### src/rtl/hazard_ctrl.sv
// hazard_ctrl: load-use stall, branch flush and operand forwarding control for a 5-stage pipeline
module hazard_ctrl #(
    parameter int CNT_W = 32
) (
    input  logic             clk,
    input  logic             rst,
    input  logic             id_valid,
    input  logic [4:0]       id_rs1,
    input  logic [4:0]       id_rs2,
    input  logic             id_re1,
    input  logic             id_re2,
    input  logic [4:0]       id_rd,
    input  logic             id_rf_we,
    input  logic             id_is_load,
    input  logic             ex_br_taken,
    output logic             stall_if,
    output logic             stall_id,
    output logic             flush_id,
    output logic             flush_ex,
    output logic [1:0]       fwd_a,
    output logic [1:0]       fwd_b,
    output logic [CNT_W-1:0] stall_cnt,
    output logic [CNT_W-1:0] flush_cnt
);
    localparam logic [CNT_W-1:0] ONE = 1;
    logic             ex_v_q, ex_we_q, ex_ld_q, ex_v_d, ex_we_d, ex_ld_d;
    logic             mem_v_q, mem_we_q, mem_ld_q, mem_v_d, mem_we_d, mem_ld_d;
    logic             wb_v_q, wb_we_q, wb_ld_q, wb_v_d, wb_we_d, wb_ld_d;
    logic [4:0]       ex_rd_q, mem_rd_q, wb_rd_q, ex_rd_d, mem_rd_d, wb_rd_d;
    logic [CNT_W-1:0] stall_cnt_q, flush_cnt_q, stall_cnt_d, flush_cnt_d;
    logic             e1, e2, m1, m2, w1, w2, load_use, stall;

    function automatic logic hit(input logic v, input logic we, input logic [4:0] rd,
                                 input logic [4:0] rs, input logic re, input logic iv);
        return v && we && rd != 5'd0 && rd == rs && re && iv;
    endfunction

    // hazard detection and per-operand forwarding select; a load in EX is never forwarded from EX
    always_comb begin
        e1       = hit(ex_v_q, ex_we_q, ex_rd_q, id_rs1, id_re1, id_valid);
        e2       = hit(ex_v_q, ex_we_q, ex_rd_q, id_rs2, id_re2, id_valid);
        m1       = hit(mem_v_q, mem_we_q, mem_rd_q, id_rs1, id_re1, id_valid);
        m2       = hit(mem_v_q, mem_we_q, mem_rd_q, id_rs2, id_re2, id_valid);
        w1       = hit(wb_v_q, wb_we_q, wb_rd_q, id_rs1, id_re1, id_valid);
        w2       = hit(wb_v_q, wb_we_q, wb_rd_q, id_rs2, id_re2, id_valid);
        load_use = ex_ld_q && (e1 || e2);
        stall    = load_use && !ex_br_taken;
        stall_if = stall;
        stall_id = stall;
        flush_id = ex_br_taken;
        flush_ex = stall || ex_br_taken;
        fwd_a    = (e1 && !ex_ld_q) ? 2'b01 : m1 ? 2'b10 : w1 ? 2'b11 : 2'b00;
        fwd_b    = (e2 && !ex_ld_q) ? 2'b01 : m2 ? 2'b10 : w2 ? 2'b11 : 2'b00;
        stall_cnt = stall_cnt_q;
        flush_cnt = flush_cnt_q;
    end

    // shadow pipeline advance and saturating performance counters
    always_comb begin
        ex_v_d      = id_valid && !flush_ex;
        ex_rd_d     = id_rd;
        ex_we_d     = id_rf_we;
        ex_ld_d     = id_is_load;
        mem_v_d     = ex_v_q;
        mem_rd_d    = ex_rd_q;
        mem_we_d    = ex_we_q;
        mem_ld_d    = ex_ld_q;
        wb_v_d      = mem_v_q;
        wb_rd_d     = mem_rd_q;
        wb_we_d     = mem_we_q;
        wb_ld_d     = mem_ld_q;
        stall_cnt_d = (stall && stall_cnt_q != '1) ? stall_cnt_q + ONE : stall_cnt_q;
        flush_cnt_d = (ex_br_taken && flush_cnt_q != '1) ? flush_cnt_q + ONE : flush_cnt_q;
    end

    // state registers; reset clears every slot field and both counters
    always_ff @(posedge clk) begin
        if (rst) begin
            {ex_v_q, ex_rd_q, ex_we_q, ex_ld_q}     <= '0;
            {mem_v_q, mem_rd_q, mem_we_q, mem_ld_q} <= '0;
            {wb_v_q, wb_rd_q, wb_we_q, wb_ld_q}     <= '0;
            stall_cnt_q <= '0;
            flush_cnt_q <= '0;
        end else begin
            {ex_v_q, ex_rd_q, ex_we_q, ex_ld_q}     <= {ex_v_d, ex_rd_d, ex_we_d, ex_ld_d};
            {mem_v_q, mem_rd_q, mem_we_q, mem_ld_q} <= {mem_v_d, mem_rd_d, mem_we_d, mem_ld_d};
            {wb_v_q, wb_rd_q, wb_we_q, wb_ld_q}     <= {wb_v_d, wb_rd_d, wb_we_d, wb_ld_d};
            stall_cnt_q <= stall_cnt_d;
            flush_cnt_q <= flush_cnt_d;
        end
    end
endmodule

### config.mk
export PLATFORM = sky130hd
export DESIGN_NAME = hazard_ctrl
export DESIGN_NICKNAME = d
export VERILOG_FILES = /design/src/rtl/hazard_ctrl.sv
export SDC_FILE = /design/constraint.sdc
export NUM_CORES = 1
export LEC_CHECK = 0
export CELL_PAD_IN_SITES_DETAIL_PLACEMENT = 1
export CELL_PAD_IN_SITES_GLOBAL_PLACEMENT = 2
export CORE_MARGIN = 10
export CORE_UTILIZATION = 32
export DETAILED_ROUTE_END_ITERATION = 8
export PLACE_DENSITY = 0.95
export SYNTH_ARGS = -nofsm -noshare
export SYNTH_HDL_FRONTEND = slang
export SYNTH_SLANG_ARGS = --single-unit
export TNS_END_PERCENT = 1
### constraint.sdc
create_clock -name clk -period 4.5 [get_ports clk]
set_input_delay 0.9 -clock clk [delete_from_list [all_inputs] [get_ports clk]]
set_output_delay 0.9 -clock clk [all_outputs]
set_load 0.02 [all_outputs]
Word level (Yosys, flattened, before mapping)
Cells that the tools add are included.
{ "op_classes": {"n_addsub": 2, "n_eq_ne": 8, "n_mux": 6, "n_reduce_logical": 39} }
{ "ops": {"columns": ["op", "n"], "rows": [
  ["adder 32 x 1 -> 32 bit, second input constant", 2],
  ["inequality test 32 bit, second input constant", 2],
  ["logical AND 1 bit", 31],
  ["== test 5 bit", 6],
  ["nonzero test 5 bit", 3],
  ["two-way mux 2 bit", 6],
  ["zero test 1 bit", 3],
  ["logical OR 1 bit", 2]
]} }
{ "word_totals": {"register_bits": 86, "input_bits": 23} }

Logic depth before layout (Yosys ltp)
Gate-level depths: netlist (run 1).
{ "logic_depth": {"ltp_word": 11, "mapped_depth": 8, "mapped_depth_nobuf": 7} }

Least setup slack after synthesis (run 1)
OpenSTA, ideal clock, no wires.
{ "synth_path": {"path_type": "input-to-output", "start": "in id_rs2[0]", "end": "out stall_if", "arrival_ps": 2329, "required_ps": 3600, "setup_slack_ps": 1271, "cell_stages": 7, "n_path_buf": 2, "cell_sequence": "xor2_1 > nor4_1 > and3_1 > o21ai_1 > clkbuf_1 > clkinv_1 > buf_4"} }
{ "synth_via": {"elab_chain_cells": 7} }
{ "synth_rtl": {"columns": ["element", "line_no", "text"], "rows": [
  ["from (decl)", "9", "input logic [4:0] id_rs2,"],
  ["== test 5 bit", "35", "return v && we && rd != 5'd0 && rd == rs && re && iv;"],
  ["logical AND 1 bit (3 in series)", "35", null],
  ["logical OR 1 bit", "46", "load_use = ex_ld_q && (e1 || e2);"],
  ["logical AND 1 bit", "46", null],
  ["logical AND 1 bit", "47", "stall = load_use && !ex_br_taken;"],
  ["to (decl)", "16", "output logic stall_if,"]
]} }
Every way passes these cells.

Final worst setup path (run 1)
{ "layout_path": {"start": "in id_rs1[0]", "end": "out flush_ex"} }
{ "layout_via": {"elab_chain_cells": 8} }
{ "layout_rtl": {"columns": ["element", "line_no", "text"], "rows": [
  ["from (decl)", "8", "input logic [4:0] id_rs1,"],
  ["== test 5 bit", "35", null],
  ["logical AND 1 bit (3 in series)", "35", null],
  ["logical OR 1 bit", "46", null],
  ["logical AND 1 bit", "46", null],
  ["logical AND 1 bit", "47", null],
  ["logical OR 1 bit", "51", "flush_ex = stall || ex_br_taken;"],
  ["to (decl)", "19", "output logic flush_ex,"]
]} }
Every way passes these cells.

==> results.md, run 1 <==
* Critical Path RT at between 3000 and 4000 ps
* Synth warn at 0
* Relative slew slack at 0.2524
* CP Launch Point: id_rs1[0]
* Leak at approximately 1.8 nW
* WL final at 14.33 mm
* Distinct cells, synth at 47
* Antenna cell count at 0
* Area of the core at 13240 um^2
* Crit path top cell by count: clkdlybuf4s50_1
* Vias per inst at 5.396
* Clock Skews at 5.126 ps
* Final layout net count at approximately 630
* Sw frac at 0.2160
* R2R setup slack at 1670 ps
* Largest net degree at the start of global routing at 42
* Worst-path fanout max at 4
* Most frequent cells in the layout: clkdlybuf4s50_1 (93), dfxtp_1 (86), nor2_1 (53), nand2_1 (37), xnor2_1 (33)
* Switching power at 0.3738 mW
* R2R depth at 6
* GPL Wtd Cong at between 0.8 and 0.9
* P_int at between 1 and 1.5 mW
* Cell count after synthesis at between 500 and 600
* Top cell family by delay on the critical path: buffers and inverters
* Reg-to-reg endpoint: flush_cnt[19]$_SDFFE_PP0P_
* Startpoint Class: input pin
* Setup violators final at 0
* Crit path DAT at between 3000 and 4000 ps
* Synth top area share at 0.3964
* Clk buf depth at 2
* Critical path endpoint: flush_ex
* Outcome: finished, final reports clean
* Critical-path cell list: clkdlybuf4s50_1, xor2_1, nor4_2, and3_1, nor2_1, o31ai_1, clkdlybuf4s50_1
* Seq cells post-synth at 86
* WP buf/inv at 2
* PD cells at 298.7 nW/um^2
* Mean Syn Cell Area at 8.433 um^2
* Area growth, synth to finish at 33.36%
* CTS sink count at 86
* Share of layout cells above drive strength 1 at 0.06919
* Top cells by area, synth: dfxtp_1 (40%), xnor2_1 (6.7%), xor2_1 (5.2%)
* Cts hold-fix bufs at 0
* Setup Buffers After CTS at 0
* Clock share of power at 0.491
* Fin crit period at about 4400 ps
* Die footprint at 18630 um^2
* DRC viols at 0
* Critical path depth at 7
* Syn Nets at 540
* Grt ovf at 0
* Fin. Hold Viols at 0
* Leading cell type in the layout, fill and taps excluded: clkdlybuf4s50_1
* Critical path's slowest cell: clkdlybuf4s50_1
* Post-DP Area at about 5400 um^2
* Fin. max-slew vios at 0
* Sequential area share after synthesis at 0.3964
* GR Util All Layers at 0.1538
* Tcrit/Tclk final at 0.9667
* Number of buffers created by CTS at 9
* Via count at around 4.2k
* Drt pass-1 iters at 4
* Max cap viols at 0
* Worst-Margin Slew at approximately 1100 ps
* Row count at 42
* Max incr delay on CP at 700 ps
* # port buffers at 94
* Async SR Flop Fraction at 0
* Filler cells at 1589
* Reg power frac at 0.453
* Vias in the first global route at between 4k and 5k
* Reg clk slew, reported paths at about 60 ps
* Clk root buf: clkbuf_16
* Setup TNS at 0 ps
* Achievable Freq at approximately 230 MHz
* First-pass GRT wire length at between 20 and 25 mm
* Clk Latency, worst-skew pair at 340 ps
* Cell taking the most area after synthesis: dfxtp_1
* Unrepaired setup endpoints after global routing: no
* Number of synthesized flops with an enable pin at 0
* Dominant synthesized flop cell: dfxtp_1
* H-tree levels at 3
* Critical path endpoint category: output pin
* Post-DP HPWL at ~11 mm
* HP Start: mem_we_q$_SDFF_PP0_
* Routed len/inst at roughly 18 um
* CTS-repair resized insts at 0
* IO Count at 95
* Mapped Area at 4343 um^2
* Worst r2r src: flush_cnt[24]$_SDFFE_PP0P_
* Worst hold path type: flop to flop
* Crit path kind: input pin to output pin
* Initial Util at 0.3279
* Initial antenna violation count at 0
* Routed Antenna Nets at 0
* Gate power share at 0.057
* Design area at between 5000 and 6000 um^2
* Die Y at approximately 140 um
* Die Wd at between 100 and 150 um
* CTS tree: yes
* First DRT Iteration DRCs at approximately 250
* Peak supply drop at approximately 0.18 mV
## kinds of logic (layout without fill, tap and decap cells)
family,count (synthesis),after routing,share of synthesized area
compound gates,75,75,0.1178
xor+xnor,59,59,0.1190
fa+ha+maj,2,2,0.005761
buf+inv,38,130,0.03803
flops,86,86,0.3964
mux,5,5,0.01296
simple gates,250,250,0.3100
## stage by stage
| stage | std cells | hold slack (ps) | utilization | worst slack [ps] | power (mW) |
|---|---|---|---|---|---|
| 6_report | 783 | 473.7 | 0.4374 | 150.0 | 1.730 |
| 4_1_cts | 783 | 475.8 | 0.4364 | 59.80 | 1.753 |
| 2_1_floorplan | 515 | 438.4 | - | 1271 | 0.8501 |
| 3_5_place_dp | 768 | 466.3 | 0.4110 | 108.4 | 0.8964 |
| 3_3_place_gp | 768 | 457.6 | 0.4110 | 174.2 | 0.8934 |
| 5_1_grt | 783 | 491.3 | 0.4374 | 40.48 | 1.796 |
## routing by layer
metal	GRT usage	up-vias	wire length, um
li1	-	2038	-
met4	0.07278	0	367
met5	0	-	0
met2	0.2571	87	6947
met3	0.03996	29	797
met1	0.1795	2071	6223
## power groups by stage
| stage | registers [mW] | logic, mW | clock network, mW |
|---|---|---|---|
| after global routing | 0.784 | 0.106 | 0.905 |
| after floorplan | 0.798 | 0.0521 | 0 |
| final | 0.783 | 0.0980 | 0.849 |
| after global placement | 0.800 | 0.0932 | 0 |
| after CTS | 0.783 | 0.0971 | 0.873 |
| after detailed placement | 0.800 | 0.0959 | 0 |
## state kept, by name, summed over array words and instances, names as in the netlist
signal     count
wb_v_q         1
stall_cnt     32
mem_we_q       1
ex_we_q        1
mem_v_q        1
flush_cnt     32
wb_we_q        1
wb_rd_q        5
mem_rd_q       5
ex_ld_q        1
ex_v_q         1
ex_rd_q        5
## cell usage after synthesis (2+ instances only)
cell type and n:
a21oi_1 28, a31o_2 2, and2_1 2, and3_1 7, and4_1 7, buf_4 2
buf_6 2, clkbuf_1 19, dfxtp_1 86, ha_1 2, inv_1 13, mux2_2 5
nand2_1 37, nand3_1 24, nand4_1 32, nor2_1 53, nor2b_1 24, nor3_1 20
nor4_1 12, o211ai_1 3, o21ai_0 8, o21bai_1 2, o311ai_0 4, o31ai_1 14
o41ai_1 5, or2_2 3, or3_1 8, or4_1 15, xnor2_1 33, xor2_1 26
## worst min-delay path by stage
stage | endpoint | slack, ps | cells after the start
2_1_floorplan | wb_v_q$_SDFF_PP0_ | 440 | 1
5_1_grt | wb_we_q$_SDFF_PP0_ | 490 | 1
3_5_place_dp | wb_v_q$_SDFF_PP0_ | 470 | 1
4_1_cts | wb_we_q$_SDFF_PP0_ | 480 | 1
3_3_place_gp | wb_we_q$_SDFF_PP0_ | 460 | 1
6_report | wb_we_q$_SDFF_PP0_ | 470 | 1
## cell type report
type / count / area (um^2) / area share
multi-input combinational: 391 / 2472 / 0.4269
sequential: 86 / 1722 / 0.2973
timing repair buffer: 101 / 988.4 / 0.1707
clock buffer: 9 / 225.2 / 0.03889
tap: 176 / 220.2 / 0.03802
clock inverter: 6 / 111.4 / 0.01923
inverter: 14 / 52.55 / 0.009073
Power figures use the tool's default switching activity.
==> run 2, diff against run 1 <==
--- a/config.mk
+++ b/config.mk
@@ -7,7 +7,7 @@
 export LEC_CHECK = 0
 export CELL_PAD_IN_SITES_DETAIL_PLACEMENT = 1
 export CELL_PAD_IN_SITES_GLOBAL_PLACEMENT = 2
-export CORE_MARGIN = 10
+export CORE_MARGIN = 2
 export CORE_UTILIZATION = 32
 export DETAILED_ROUTE_END_ITERATION = 8
 export PLACE_DENSITY = 0.95
==> run 2 against run 1 <==
Hold slack improved by 12 ps. Global-route usage up 3.4 points. Register-to-register slack worse by 110 ps. Clock skew grew 1.5 ps. Clock-buffer cell count unchanged. Critical path depth stayed put. First-iteration DRC count down 33%. Core utilization down 0.11 points. Clock power fell by 2%. Combinational power fell by 2.6%. Largest power group unchanged.
==> results.md, run 2 (synthesized netlist as in run 1, its figures left out) <==
* Crit path top cell by count: clkdlybuf4s50_1
* CP Launch Point: id_rs2[0]
* Die Wd at roughly 120 um
* Max incr delay on CP at about 700 ps
* Achievable Freq at 229.7 MHz
* Clock share of power at 0.487
* GR Util All Layers at 0.1878
* Setup Buffers After CTS at 0
* CTS sink count at between 80 and 90
* Worst-path fanout max at 4
* Startpoint Class: input pin
* DRC viols at 0
* Final layout net count at between 600 and 700
* Worst hold path type: flop to flop
* Reg-to-reg endpoint: flush_cnt[19]$_SDFFE_PP0P_
* Gate power share at 0.056
* Initial Util at 0.3279
* Unrepaired setup endpoints after global routing: no
* Vias in the first global route at ~4.2k
* Most frequent cells in the layout: clkdlybuf4s50_1 (93), dfxtp_1 (86), nor2_1 (53), nand2_1 (37), xnor2_1 (33)
* Row count at 42
* Top cell family by delay on the critical path: buffers and inverters
* WL final at 13.59 mm
* Sw frac at 0.2346
* Tcrit/Tclk final at 0.9676
* Critical path endpoint: flush_ex
* Relative slew slack at 0.1350
* Setup WS pre-CTS at slightly above 90 ps
* Area growth, synth to finish at 33.02%
* Grt ovf at 0
* R2R setup slack at 1560 ps
* Peak supply drop at between 0.1 and 0.15 mV
* Reg clk slew, reported paths at about 70 ps
* Leading cell type in the layout, fill and taps excluded: clkdlybuf4s50_1
* Worst hold slack at a little under 500 ps
* Vias per inst at between 5 and 6
* Die Y at around 120 um
* Critical path endpoint category: output pin
* Routed Antenna Nets at 0
* Crit path kind: input pin to output pin
* Worst-Margin Slew at around 1300 ps
* Setup TNS at 0 ps
* First DRT Iteration DRCs at ~160
* Critical path's slowest cell: clkdlybuf4s50_1
* Post-DP HPWL at around 10 mm
* Post-DP Area at around 5400 um^2
* Largest net degree at the start of global routing at 40
* Cell count after placement at 767
* Design area at 5777 um^2
* Clk root buf: clkbuf_16
* # port buffers at between 90 and 100
* Antenna cell count at 0
* Clk Latency, worst-skew pair at roughly 350 ps
* Critical path depth at 7
* Routed len/inst at 17.36 um
* Critical-path cell list: clkdlybuf4s50_1, xor2_1, nor4_2, and3_1, nor2_1, o31ai_1, clkdlybuf4s50_1
* Setup violators final at 0
* CTS tree: yes
* Reg power frac at 0.457
* R2R depth at 6
* Layout Cells excl Fill at around 780
* Area of the core at 13240 um^2
* Clock Skews at roughly 6.6 ps
* Fin. max-slew vios at 0
* Tot Pwr at 1.713 mW
* Via count at roughly 4.1k
* Die footprint at around 15000 um^2
* First-pass GRT wire length at between 20 and 25 mm
* Crit path DAT at 3450 ps
* Switching power at ~0.40 mW
* H-tree levels at 3
* Fin crit period at between 4000 and 5000 ps
* P_int at between 1 and 1.5 mW
* Share of layout cells above drive strength 1 at 0.06919
* Post-layout util at 0.4362
* PD cells at between 200 and 300 nW/um^2
* Initial antenna violation count at 0
* Worst r2r src: flush_cnt[24]$_SDFFE_PP0P_
* GPL Wtd Cong at 0.8637
* Drt pass-1 iters at 5
* Clk buf depth at 2
* Number of buffers created by CTS at 9
* Fin. Hold Viols at 0
* Cts hold-fix bufs at 0
* IO Count at 95
* Outcome: finished, final reports clean
* WP buf/inv at 2
* Critical Path RT at 3600 ps
* Leak at between 1.5 and 2 nW
* Max cap viols at 0
* Smallest setup slack after layout at about 150 ps
==> run 2: worst min path at each step <==
stage,startpoint,end,slack (ps),depth (start not counted)
floorplan,mem_v_q$_SDFF_PP0_,wb_v_q$_SDFF_PP0_,440,1
global placement,mem_we_q$_SDFF_PP0_,wb_we_q$_SDFF_PP0_,460,1
detailed placement,mem_we_q$_SDFF_PP0_,wb_we_q$_SDFF_PP0_,470,1
CTS,mem_we_q$_SDFF_PP0_,wb_we_q$_SDFF_PP0_,490,1
global route,mem_we_q$_SDFF_PP0_,wb_we_q$_SDFF_PP0_,500,1
finish,mem_we_q$_SDFF_PP0_,wb_we_q$_SDFF_PP0_,490,1
==> run 2: worst reg2reg max path, cell delays in order (launching register included) <==
cell     delay [ps]
dfxtp_1         440
nand4_1         170
or4_1           710
nor3_1         1070
nor3_1          160
xnor2_1         210
nor2_1           50
==> run 2: power groups by stage <==
| stage | Clock, mW | Combinational [mW] | Sequential, mW |
|---|---|---|---|
| 3_5_place_dp | 0 | 0.0938 | 0.800 |
| 2_1_floorplan | 0 | 0.0521 | 0.798 |
| 6_report | 0.834 | 0.0955 | 0.783 |
| 4_1_cts | 0.850 | 0.0949 | 0.783 |
| 5_1_grt | 0.889 | 0.104 | 0.784 |
| 3_3_place_gp | 0 | 0.0925 | 0.800 |
==> run 2: timing repair <==
action,in CTS,in global routing
hold endpoints to repair,0,0
setup endpoints to repair,0,1
gates resized for setup,0,2
==> run 2: cell type report <==
class,count,area [um^2]
Clock buffer,9,225.2
Clock inverter,7,103.9
Fill cell,1566,7466
Inverter,14,52.55
Multi-Input combinational cell,391,2472
Sequential cell,86,1722
Tap cell,176,220.2
Timing Repair Buffer,100,980.9
==> run 2: routing by layer <==
layer	global-route usage	vias up	part of all wire
met4	0.08285	0	0.023
met5	0	-	0
met3	0.02925	18	0.029
li1	-	2032	-
met2	0.3181	74	0.49
met1	0.2354	2022	0.46
==> run 3, diff against run 2 <==
--- a/config.mk
+++ b/config.mk
@@ -10,7 +10,7 @@
 export CORE_MARGIN = 2
 export CORE_UTILIZATION = 32
 export DETAILED_ROUTE_END_ITERATION = 8
-export PLACE_DENSITY = 0.95
+export PLACE_DENSITY_LB_ADDON = 0.1
 export SYNTH_ARGS = -nofsm -noshare
 export SYNTH_HDL_FRONTEND = slang
 export SYNTH_SLANG_ARGS = --single-unit
==> run 3 against run 2 <==
First-iteration DRC count is 8.6% higher. Register-to-register slack improved by 150 ps. Global-route usage decreased by 0.11 points. Sequential power barely moved. Combinational power is essentially flat. Die area did not move. Largest power group unchanged.
==> results.md, run 3 (synthesized netlist as in run 1, its figures left out) <==
* CTS sink count at between 80 and 90
* Fin. Hold Viols at 0
* GR Util All Layers at 0.1867
* Critical path's slowest cell: clkdlybuf4s50_1
* Setup violators final at 0
* Critical-path cell list: clkdlybuf4s50_1, xor2_1, nor4_1, and3_1, nor2_1, o31ai_1, clkdlybuf4s50_1
* Routed len/inst at between 15 and 20 um
* Achievable Freq at around 230 MHz
* Grt ovf at 0
* Clk Latency, worst-skew pair at 350 ps
* Vias per inst at 5.276
* Fin crit period at ~4400 ps
* Setup Buffers After CTS at 0
* Worst hold slack at ~480 ps
* Crit path top cell by count: clkdlybuf4s50_1
* Worst-path fanout max at 4
* Relative slew slack at 0.1800
* Setup TNS at 0 ps
* Leading cell type in the layout, fill and taps excluded: clkdlybuf4s50_1
* Unrepaired setup endpoints after global routing: no
* Reg power frac at 0.464
* Post-layout util at 0.4348
* # port buffers at 94
* Post-DP Area at about 5400 um^2
* Startpoint Class: input pin
* Design area at 5758 um^2
* Most frequent cells in the layout: clkdlybuf4s50_1 (93), dfxtp_1 (86), nor2_1 (53), nand2_1 (37), xnor2_1 (33)
* Via count at 4131
* Gate power share at 0.056
* Peak supply drop at between 0.2 and 0.25 mV
* Drt pass-1 iters at 5
* IO Count at 95
* Tcrit/Tclk final at 0.9765
* DRC viols at 0
* Clock Skews at between 7 and 8 ps
* CP Launch Point: id_rs1[4]
* Worst-Margin Slew at 1219 ps
* Clock share of power at 0.480
* Sw frac at 0.2197
* Die footprint at 14520 um^2
* Clk buf depth at 2
* Area of the core at about 13000 um^2
* Tot Pwr at 1.688 mW
* Critical Path RT at between 3000 and 4000 ps
* CTS-repair resized insts at 0
* Register area at 1722 um^2
* Vias in the first global route at 4216
* Reg clk slew, reported paths at 60 ps
* Critical path endpoint category: output pin
* WL final at 13.10 mm
* PD cells at about 290 nW/um^2
* Routed Antenna Nets at 0
* Cell count after placement at roughly 770
* Die Wd at 120.5 um
* Filler cells at roughly 1.6k
* Max cap viols at 0
* R2R setup slack at roughly 1700 ps
* HP Start: mem_v_q$_SDFF_PP0_
* H-tree levels at 3
* First-pass GRT wire length at between 20 and 25 mm
* Cts hold-fix bufs at 0
* Clk root buf: clkbuf_16
* Final layout net count at about 630
* Initial antenna violation count at 0
* GPL Wtd Cong at 0.8998
* Die Y at ~120 um
* Switching power at about 0.37 mW
* Share of layout cells above drive strength 1 at 0.06425
* Number of buffers created by CTS at 9
* Area of the multi-input gates at roughly 2500 um^2
* Outcome: finished, final reports clean
* Area growth, synth to finish at 32.58%
* Largest net degree at the start of global routing at 54
* Antenna cell count at 0
* Smallest setup slack after layout at 105.8 ps
* Setup WS pre-CTS at between 100 and 150 ps
* Worst hold path type: flop to flop
* Initial Util at 0.3279
* Crit path kind: input pin to output pin
* Worst r2r src: flush_cnt[19]$_SDFFE_PP0P_
* Post-DP HPWL at around 9.6 mm
* Crit path DAT at ~3500 ps
* Leak at ~1.8 nW
* Max incr delay on CP at between 600 and 700 ps
* Fin. max-slew vios at 0
* Row count at 42
* CTS tree: yes
* Layout Cells excl Fill at 783
* First DRT Iteration DRCs at around 180
* P_int at around 1.3 mW
[run 3: layout make-up]
cell class,count,share of cell area
clock buffers,12,0.04281
well taps,176,0.03824
repair buffers,100,0.1704
inverters,14,0.009126
flip-flops and latches,86,0.2990
multi-input cells,391,0.4283
clock inverters,4,0.01217
[run 3: worst max-delay path: cells and delay by family]
kind	cells	cell delay, ps
AO/OA/AOI/OAI	1	380
XOR/XNOR	1	190
buffers and inverters	2	1190
AND/OR/NAND/NOR	3	830
[run 3: metal layers]
layer | global-route usage | share of wire | vias up | routed length [um]
li1 | - | - | 2036 | -
met1 | 0.2275 | 0.45 | 2016 | 5950
met2 | 0.3227 | 0.50 | 71 | 6492
met3 | 0.05283 | 0.041 | 8 | 542
met4 | 0.04869 | 0.0086 | 0 | 112
met5 | 0 | 0 | - | 0
[run 3: worst paths after layout]
path         cells after the start                    endpoint
min reg2reg                      1           wb_v_q$_SDFF_PP0_
max                              7                    flush_ex
max reg2reg                      6  flush_cnt[23]$_SDFFE_PP0P_
min                              1           wb_v_q$_SDFF_PP0_
[run 3: power groups by stage]
stage / Combinational [mW] / Sequential (mW) / Clock [mW]
final: 0.0953 / 0.783 / 0.810
after global routing: 0.105 / 0.784 / 0.861
after CTS: 0.0955 / 0.783 / 0.839
after detailed placement: 0.0948 / 0.800 / 0
after global placement: 0.0924 / 0.800 / 0
after floorplan: 0.0521 / 0.798 / 0
